## src/rtl/cla_nibble_seq_adder_if.sv

```systemverilog
// Handshake/data bundle for cla_nibble_seq_adder.
// master: operand producer / result consumer side; slave: the adder itself.
// Optional macro CLA_SEQ_SUB_EN adds the 'sub' request bit.
interface cla_nibble_seq_adder_if #(
    parameter int unsigned WIDTH = 16
);
    logic             in_valid;
    logic             in_ready;
    logic [WIDTH-1:0] a;
    logic [WIDTH-1:0] b;
    logic             cin;
`ifdef CLA_SEQ_SUB_EN
    logic             sub;
`endif
    logic             out_valid;
    logic             out_ready;
    logic [WIDTH-1:0] sum;
    logic             cout;
    logic             busy;

    modport master (
`ifdef CLA_SEQ_SUB_EN
        output sub,
`endif
        output in_valid, a, b, cin, out_ready,
        input  in_ready, out_valid, sum, cout, busy
    );

    modport slave (
`ifdef CLA_SEQ_SUB_EN
        input  sub,
`endif
        input  in_valid, a, b, cin, out_ready,
        output in_ready, out_valid, sum, cout, busy
    );
endinterface

```

## src/rtl/cla_nibble_seq_adder.sv

```systemverilog
// Multi-cycle WIDTH-bit adder sharing one 4-bit carry-lookahead unit across
// all operand nibbles, LSB nibble first, with the carry registered between
// nibbles. One operation in flight; valid/ready on both sides.
// Optional macro CLA_SEQ_SUB_EN: adds 'sub' (a - b, cout=1 means no borrow).
module cla_nibble_seq_adder #(
    parameter int unsigned WIDTH = 16
) (
    input  logic                 clk,
    input  logic                 rst,
    cla_nibble_seq_adder_if.slave bus
);
    localparam int unsigned NIB  = WIDTH / 4;
    localparam int unsigned IDXW = (NIB > 1) ? $clog2(NIB) : 1;
    localparam logic [IDXW-1:0] LAST = IDXW'(NIB - 1);

    generate
        if ((WIDTH % 4 != 0) || (WIDTH < 4)) begin : g_bad_width
            $error("cla_nibble_seq_adder: WIDTH must be a multiple of 4 and >= 4");
        end
    endgenerate

    typedef enum logic [1:0] {
        IDLE = 2'd0,
        RUN  = 2'd1,
        DONE = 2'd2
    } state_t;

    state_t state;
    state_t state_nxt;

    // Operand, result and sequencing registers
    logic [NIB-1:0][3:0] a_r;
    logic [NIB-1:0][3:0] b_r;
    logic [NIB-1:0][3:0] sum_r;
    logic [IDXW-1:0]     idx;
    logic                carry_r;
    logic                cout_r;

    // FSM decode
    logic accept;
    logic step;
    logic last_step;
    logic in_ready_c;
    logic out_valid_c;
    logic busy_c;

    // Shared lookahead unit
    logic [3:0] nib_a;
    logic [3:0] nib_b;
    logic [3:0] nib_g;
    logic [3:0] nib_p;
    logic [3:0] nib_c;
    logic [3:0] nib_sum;

    // Subtract request; constant zero in the add-only build
    logic sub_sel;
`ifdef CLA_SEQ_SUB_EN
    assign sub_sel = bus.sub;
`else
    assign sub_sel = 1'b0;
`endif

    // State register
    always_ff @(posedge clk) begin
        if (rst) begin
            state <= IDLE;
        end else begin
            state <= state_nxt;
        end
    end

    // Next-state and handshake decode
    always_comb begin
        state_nxt   = state;
        accept      = 1'b0;
        step        = 1'b0;
        last_step   = 1'b0;
        in_ready_c  = 1'b0;
        out_valid_c = 1'b0;
        busy_c      = 1'b0;
        case (state)
            IDLE: begin
                in_ready_c = 1'b1;
                if (bus.in_valid) begin
                    accept    = 1'b1;
                    state_nxt = RUN;
                end
            end
            RUN: begin
                busy_c = 1'b1;
                step   = 1'b1;
                if (idx == LAST) begin
                    last_step = 1'b1;
                    state_nxt = DONE;
                end
            end
            DONE: begin
                busy_c      = 1'b1;
                out_valid_c = 1'b1;
                if (bus.out_ready) begin
                    state_nxt = IDLE;
                end
            end
            default: begin
                state_nxt = IDLE;
            end
        endcase
    end

    // 4-bit carry-lookahead on the nibble selected by idx
    always_comb begin
        nib_a    = a_r[idx];
        nib_b    = b_r[idx];
        nib_g    = nib_a & nib_b;
        nib_p    = nib_a ^ nib_b;
        nib_c[0] = nib_g[0]
                 | (nib_p[0] & carry_r);
        nib_c[1] = nib_g[1]
                 | (nib_p[1] & nib_g[0])
                 | (nib_p[1] & nib_p[0] & carry_r);
        nib_c[2] = nib_g[2]
                 | (nib_p[2] & nib_g[1])
                 | (nib_p[2] & nib_p[1] & nib_g[0])
                 | (nib_p[2] & nib_p[1] & nib_p[0] & carry_r);
        nib_c[3] = nib_g[3]
                 | (nib_p[3] & nib_g[2])
                 | (nib_p[3] & nib_p[2] & nib_g[1])
                 | (nib_p[3] & nib_p[2] & nib_p[1] & nib_g[0])
                 | (nib_p[3] & nib_p[2] & nib_p[1] & nib_p[0] & carry_r);
        nib_sum  = nib_p ^ {nib_c[2:0], carry_r};
    end

    // Operand capture at accept, one nibble per cycle while running
    always_ff @(posedge clk) begin
        if (rst) begin
            a_r     <= '0;
            b_r     <= '0;
            sum_r   <= '0;
            idx     <= '0;
            carry_r <= 1'b0;
            cout_r  <= 1'b0;
        end else if (accept) begin
            a_r     <= bus.a;
            // subtract as a + ~b + 1: invert b once here and seed the carry
            b_r     <= sub_sel ? ~bus.b : bus.b;
            idx     <= '0;
            carry_r <= sub_sel ? 1'b1 : bus.cin;
        end else if (step) begin
            sum_r[idx] <= nib_sum;
            carry_r    <= nib_c[3];
            if (last_step) begin
                cout_r <= nib_c[3];
            end else begin
                idx <= idx + IDXW'(1);
            end
        end
    end

    assign bus.in_ready  = in_ready_c;
    assign bus.out_valid = out_valid_c;
    assign bus.busy      = busy_c;
    assign bus.sum       = sum_r;
    assign bus.cout      = cout_r;

endmodule

```

## src/flat_wrapper.sv

```systemverilog
// flat-port wrapper written by rule: the top's interface ports become plain ports
module cla_nibble_seq_adder_flat 
#(
    parameter int unsigned WIDTH = 16
)
  (clk, rst, bus_in_valid, bus_a, bus_b, bus_cin, bus_out_ready, bus_in_ready, bus_out_valid, bus_sum, bus_cout, bus_busy);
  cla_nibble_seq_adder_if #(.WIDTH(WIDTH)) bus_i ();
  input  logic clk;
  input  logic rst;
  input wire logic [$bits(bus_i.in_valid)-1:0] bus_in_valid;
  input wire logic [$bits(bus_i.a)-1:0] bus_a;
  input wire logic [$bits(bus_i.b)-1:0] bus_b;
  input wire logic [$bits(bus_i.cin)-1:0] bus_cin;
  input wire logic [$bits(bus_i.out_ready)-1:0] bus_out_ready;
  output wire logic [$bits(bus_i.in_ready)-1:0] bus_in_ready;
  output wire logic [$bits(bus_i.out_valid)-1:0] bus_out_valid;
  output wire logic [$bits(bus_i.sum)-1:0] bus_sum;
  output wire logic [$bits(bus_i.cout)-1:0] bus_cout;
  output wire logic [$bits(bus_i.busy)-1:0] bus_busy;
  assign bus_i.in_valid = bus_in_valid;
  assign bus_i.a = bus_a;
  assign bus_i.b = bus_b;
  assign bus_i.cin = bus_cin;
  assign bus_i.out_ready = bus_out_ready;
  assign bus_in_ready = bus_i.in_ready;
  assign bus_out_valid = bus_i.out_valid;
  assign bus_sum = bus_i.sum;
  assign bus_cout = bus_i.cout;
  assign bus_busy = bus_i.busy;
  cla_nibble_seq_adder #(.WIDTH(WIDTH)) u_core (.clk(clk), .rst(rst), .bus(bus_i));
endmodule
```

## config.mk

```make
export PLATFORM = sky130hd
export DESIGN_NAME = cla_nibble_seq_adder_flat
export DESIGN_NICKNAME = d
export VERILOG_FILES = /design/src/rtl/cla_nibble_seq_adder_if.sv /design/src/rtl/cla_nibble_seq_adder.sv /design/src/flat_wrapper.sv
export SDC_FILE = /design/constraint.sdc
export NUM_CORES = 1
export LEC_CHECK = 0
export ABC_AREA = 1
export CAP_MARGIN = 20
export CORE_UTILIZATION = 50
export DETAILED_ROUTE_END_ITERATION = 12
export PLACE_DENSITY_LB_ADDON = 0.2
export SLEW_MARGIN = 25
export SYNTH_ARGS = -nofsm -noshare
export SYNTH_HDL_FRONTEND = slang
export SYNTH_SLANG_ARGS = --single-unit
export TNS_END_PERCENT = 10
```

## constraint.sdc

```tcl
create_clock -name clk -period 2 [get_ports clk]
set_input_delay 0.4 -clock clk [delete_from_list [all_inputs] [get_ports clk]]
set_output_delay 0.4 -clock clk [all_outputs]
set_load 0.01 [all_outputs]
```

==> impl_metrics.prom <==
# TYPE chip_impl_metric gauge
chip_impl_metric{name="number_of_antenna_violations_at_the_first_check_in_global_routing",unit=""} 0
chip_impl_metric{name="fin_cells",unit=""} 472
chip_impl_metric{name="muxShareOfSynthArea",unit=""} 0
chip_impl_metric{name="synth_fa_ha_area_frac",unit=""} 0.06155
chip_impl_metric{name="synth.ff_latch_count",unit=""} 54
chip_impl_metric{name="grt_pass1_wl",unit="um"} 9128
chip_impl_metric{name="effective_utilization_at_floorplan",unit=""} 0.5317
chip_impl_metric{name="dpl-instance-area",unit="mm^2"} 0.003164
chip_impl_info{name="status",value="completed"} 1
chip_impl_metric{name="cts-resized-gates",unit=""} 0
chip_impl_metric{name="cts.htree.levels",unit=""} 2
chip_impl_metric{name="coreArea",unit="mm^2"} 0.004817
chip_impl_metric{name="vias_in_the_first_global_route",unit=""} 2040
chip_impl_metric{name="holdPathStages",unit=""} 2
chip_impl_info{name="setup.worst_path.start",value="u_core.state[0]"} 1
chip_impl_metric{name="cap_violations",unit=""} 0
chip_impl_metric{name="post_synth_inst_count",unit=""} 352
chip_impl_metric{name="p_per_area",unit="mW/mm^2"} 1073
chip_impl_info{name="synth_top_family_by_area",value="simple AND/OR/NAND/NOR gates"} 1
chip_impl_metric{name="gr_util_all_layers",unit=""} 0.2193
chip_impl_metric{name="drtAntennaViolNets",unit=""} 0
chip_impl_metric{name="timing.slew.headroom",unit=""} 0.7675
chip_impl_metric{name="std_cell_rows",unit=""} 25
chip_impl_metric{name="mean_instance_size_in_the_synthesized_netlist",unit="um^2"} 7.276
chip_impl_info{name="worst-setup-path-type",value="register to output port"} 1
chip_impl_info{name="timing.critical_path.to_type",value="output port"} 1
chip_impl_metric{name="cts-root-to-sink-buffers",unit=""} 2
chip_impl_info{name="critical_path.reg2reg.startpoint",value="u_core.idx[0]"} 1
chip_impl_metric{name="max_slew.worst_pin.slew",unit="ns"} 0.3487
chip_impl_metric{name="area_fraction_in_compound_gates_after_synthesis",unit=""} 0.1744
chip_impl_metric{name="maxSlewViolCount",unit=""} 0
chip_impl_metric{name="clock_sink_count",unit=""} 54
chip_impl_metric{name="place_hpwl",unit="um"} 3942
chip_impl_metric{name="netlist_area",unit="mm^2"} 0.002561
chip_impl_metric{name="cell_depth_of_the_worst_flop_to_flop_path",unit=""} 10
chip_impl_metric{name="numPlacedInstances",unit=""} 465
chip_impl_info{name="layout_commonest_cell",value="nor2_1"} 1
chip_impl_metric{name="hold_violations",unit=""} 0
chip_impl_info{name="tritoncts",value="built"} 1
chip_impl_metric{name="die_w",unit="um"} 73.57
chip_impl_metric{name="area_growth_syn_to_layout",unit="%"} 28.72
chip_impl_info{name="min-delay-start",value="u_core.b_r[10]"} 1
chip_impl_metric{name="synth.distinct_cells",unit=""} 28
chip_impl_metric{name="holdBufCountCts",unit=""} 0
chip_impl_metric{name="period_share",unit=""} 0.9573
chip_impl_metric{name="yosysWarnings",unit=""} 0
chip_impl_metric{name="finish.instance_area",unit="mm^2"} 0.003297
chip_impl_info{name="final_cell_mix",value="nor2_1 (99), clkdlybuf4s50_1 (56), dfxtp_1 (51)"} 1
chip_impl_metric{name="avgRoutedWirePerCell",unit="um"} 11.60
chip_impl_metric{name="numCtsBuffers",unit=""} 5
chip_impl_metric{name="report.final.setup_viol",unit=""} 0
chip_impl_metric{name="worstPathMaxFanout",unit=""} 3
chip_impl_metric{name="end_of_flow_core_utilization",unit=""} 0.6844
chip_impl_metric{name="timing.critical_path.arrival",unit="ns"} 1.51
chip_impl_metric{name="wirelength",unit="um"} 5476
chip_impl_metric{name="totalPowerFinal",unit="uW"} 3538
chip_impl_metric{name="worst_ep_required_time",unit="ns"} 1.60
chip_impl_metric{name="cts_post_setup_buffers_inserted",unit=""} 0
chip_impl_metric{name="layout-drive-gt1-share",unit=""} 0.1062
chip_impl_info{name="critPathLaunchType",value="register"} 1
chip_impl_metric{name="die_outline_area",unit="mm^2"} 0.005413
chip_impl_metric{name="drt_pass1_iterations",unit=""} 4
chip_impl_metric{name="synth.net_count",unit=""} 401
chip_impl_metric{name="irDropWorstVdd",unit="mV"} 0.6649
chip_impl_metric{name="final_net_count",unit=""} 454
chip_impl_info{name="cts_root_buffer",value="clkbuf_8"} 1
chip_impl_metric{name="drc_errors",unit=""} 0
chip_impl_metric{name="finalClockSkew",unit="ns"} 0.01039
chip_impl_metric{name="leakagePower",unit="uW"} 0.001409
chip_impl_info{name="unrepaired_setup_endpoints_after_global_routing",value="false"} 1
chip_impl_metric{name="route.vias.total",unit=""} 2382
chip_impl_metric{name="antenna_cells",unit=""} 0
chip_impl_metric{name="achievable-frequency",unit="GHz"} 0.5223
chip_impl_metric{name="pin_count",unit=""} 57
chip_impl_metric{name="min_period",unit="ns"} 1.915
chip_impl_metric{name="yosys.area_share.simple",unit=""} 0.2443
chip_impl_metric{name="worstSkewPairLatency",unit="ns"} 0.30
chip_impl_metric{name="placement.io_buffers",unit=""} 56
chip_impl_metric{name="fill_cells",unit=""} 438
chip_impl_metric{name="synth.yosys.seq_area_share",unit=""} 0.4221
chip_impl_metric{name="die_height",unit="um"} 73.57
chip_impl_metric{name="grt_overflow",unit=""} 0
chip_impl_metric{name="clkSlewWorstSetupHoldPaths",unit="ns"} 0.09
chip_impl_metric{name="avgViaCountPerCell",unit=""} 5.047
chip_impl_metric{name="asyncSetResetFlopFracSynth",unit=""} 0
chip_impl_metric{name="post_synth_xor_area_fraction",unit=""} 0.003420
chip_impl_metric{name="place_congestion",unit=""} 0.8360
chip_impl_metric{name="totalNegativeSetupSlack",unit="ns"} 0
chip_impl_info{name="worstHoldPathType",value="register to register"} 1
chip_impl_metric{name="maximum_number_of_pins_on_one_net_before_global_route_repair",unit=""} 33
chip_impl_metric{name="initialDrtViolationCount",unit=""} 156
chip_impl_info{name="ys_dominant_reg_cell",value="dfxtp_1"} 1
chip_impl_metric{name="synth_enable_flop_cells",unit=""} 0
synth_stat cells (2+ instances only):
cell       n  area, um^2
o21ai_0   49       245.2
dfxtp_1   54        1081
inv_2      9       33.78
o21ai_2    2       17.52
nor2_2     3       18.77
o22ai_1    6       37.54
nand3_1   11       55.05
a32oi_2    2       32.53
buf_2      3       15.01
clkbuf_2   2       10.01
inv_4      2       12.51
nand2_2    4       25.02
buf_4      2       15.01
o21ai_1    7       35.03
clkbuf_1   4       15.01
a21oi_1   14       70.07
nand2_1   35       131.4
nor2_1    99       371.6
buf_6      5       56.30
inv_1     21       78.83
ha_1      11       137.6
worst paths after layout:
kind,end,slack (ns)
worst min-delay path,u_core.b_r[10],0.48
worst min register to register,u_core.b_r[10],0.48
worst max-delay path,bus_busy,0.09
worst max register to register,u_core.bus.cout,0.15
cell families after synthesis:
group,Yosys count
simple gates,155
flops,54
xor+xnor,1
fa+ha+maj,12
buf+inv,49
compound gates,81
area by class of cell:
class,instances,area [um^2],area share
clock buffer,6,82.58,0.02505
inverter,33,132.6,0.04023
clock inverter,1,30.03,0.009108
timing repair buffer,62,634.4,0.1924
tap,67,83.83,0.02543
multi-input combinational,249,1249,0.3787
sequential,54,1085,0.3290
where the power goes:
part           internal (uW)  total (uW)  leakage [uW]  switching [uW]
combinational            592        1420      0.000907             826
clock                    401         735     0.0000573             334
sequential              1270        1390      0.000445             118
routing by layer:
layer / wire [um] / up-vias / GRT usage / share of wire
met5: 0 / - / 0 / 0
met4: 40 / 0 / 0.06410 / 0.0073
met3: 255 / 4 / 0.04527 / 0.047
met2: 2592 / 64 / 0.3507 / 0.47
met1: 2587 / 1081 / 0.2983 / 0.47
li1: - / 1233 / - / -
registers in the layout, indices dropped and copies added, names as in the netlist:
| register | count |
|---|---|
| u_core.a_r | 16 |
| u_core.idx | 2 |
| u_core.carry_r | 1 |
| u_core.bus.sum | 16 |
| u_core.state | 2 |
| u_core.b_r | 16 |
| u_core.bus.cout | 1 |
metrics by stage:
stage               hold WS [ns]  setup WS [ns]
floorplan                 0.4489         0.1297
global placement          0.4652        0.08934
detailed placement        0.4688        0.05052
CTS                       0.4895        0.02970
global route              0.5080       0.005712
finish                    0.4844        0.08531
worst max-delay path: stages (launching register included):
cell and delay [ns]:
dfxtp_2 0.36, inv_1 0.06, ha_1 0.27, clkdlybuf4s50_1 0.53
Power figures use the tool's default switching activity.
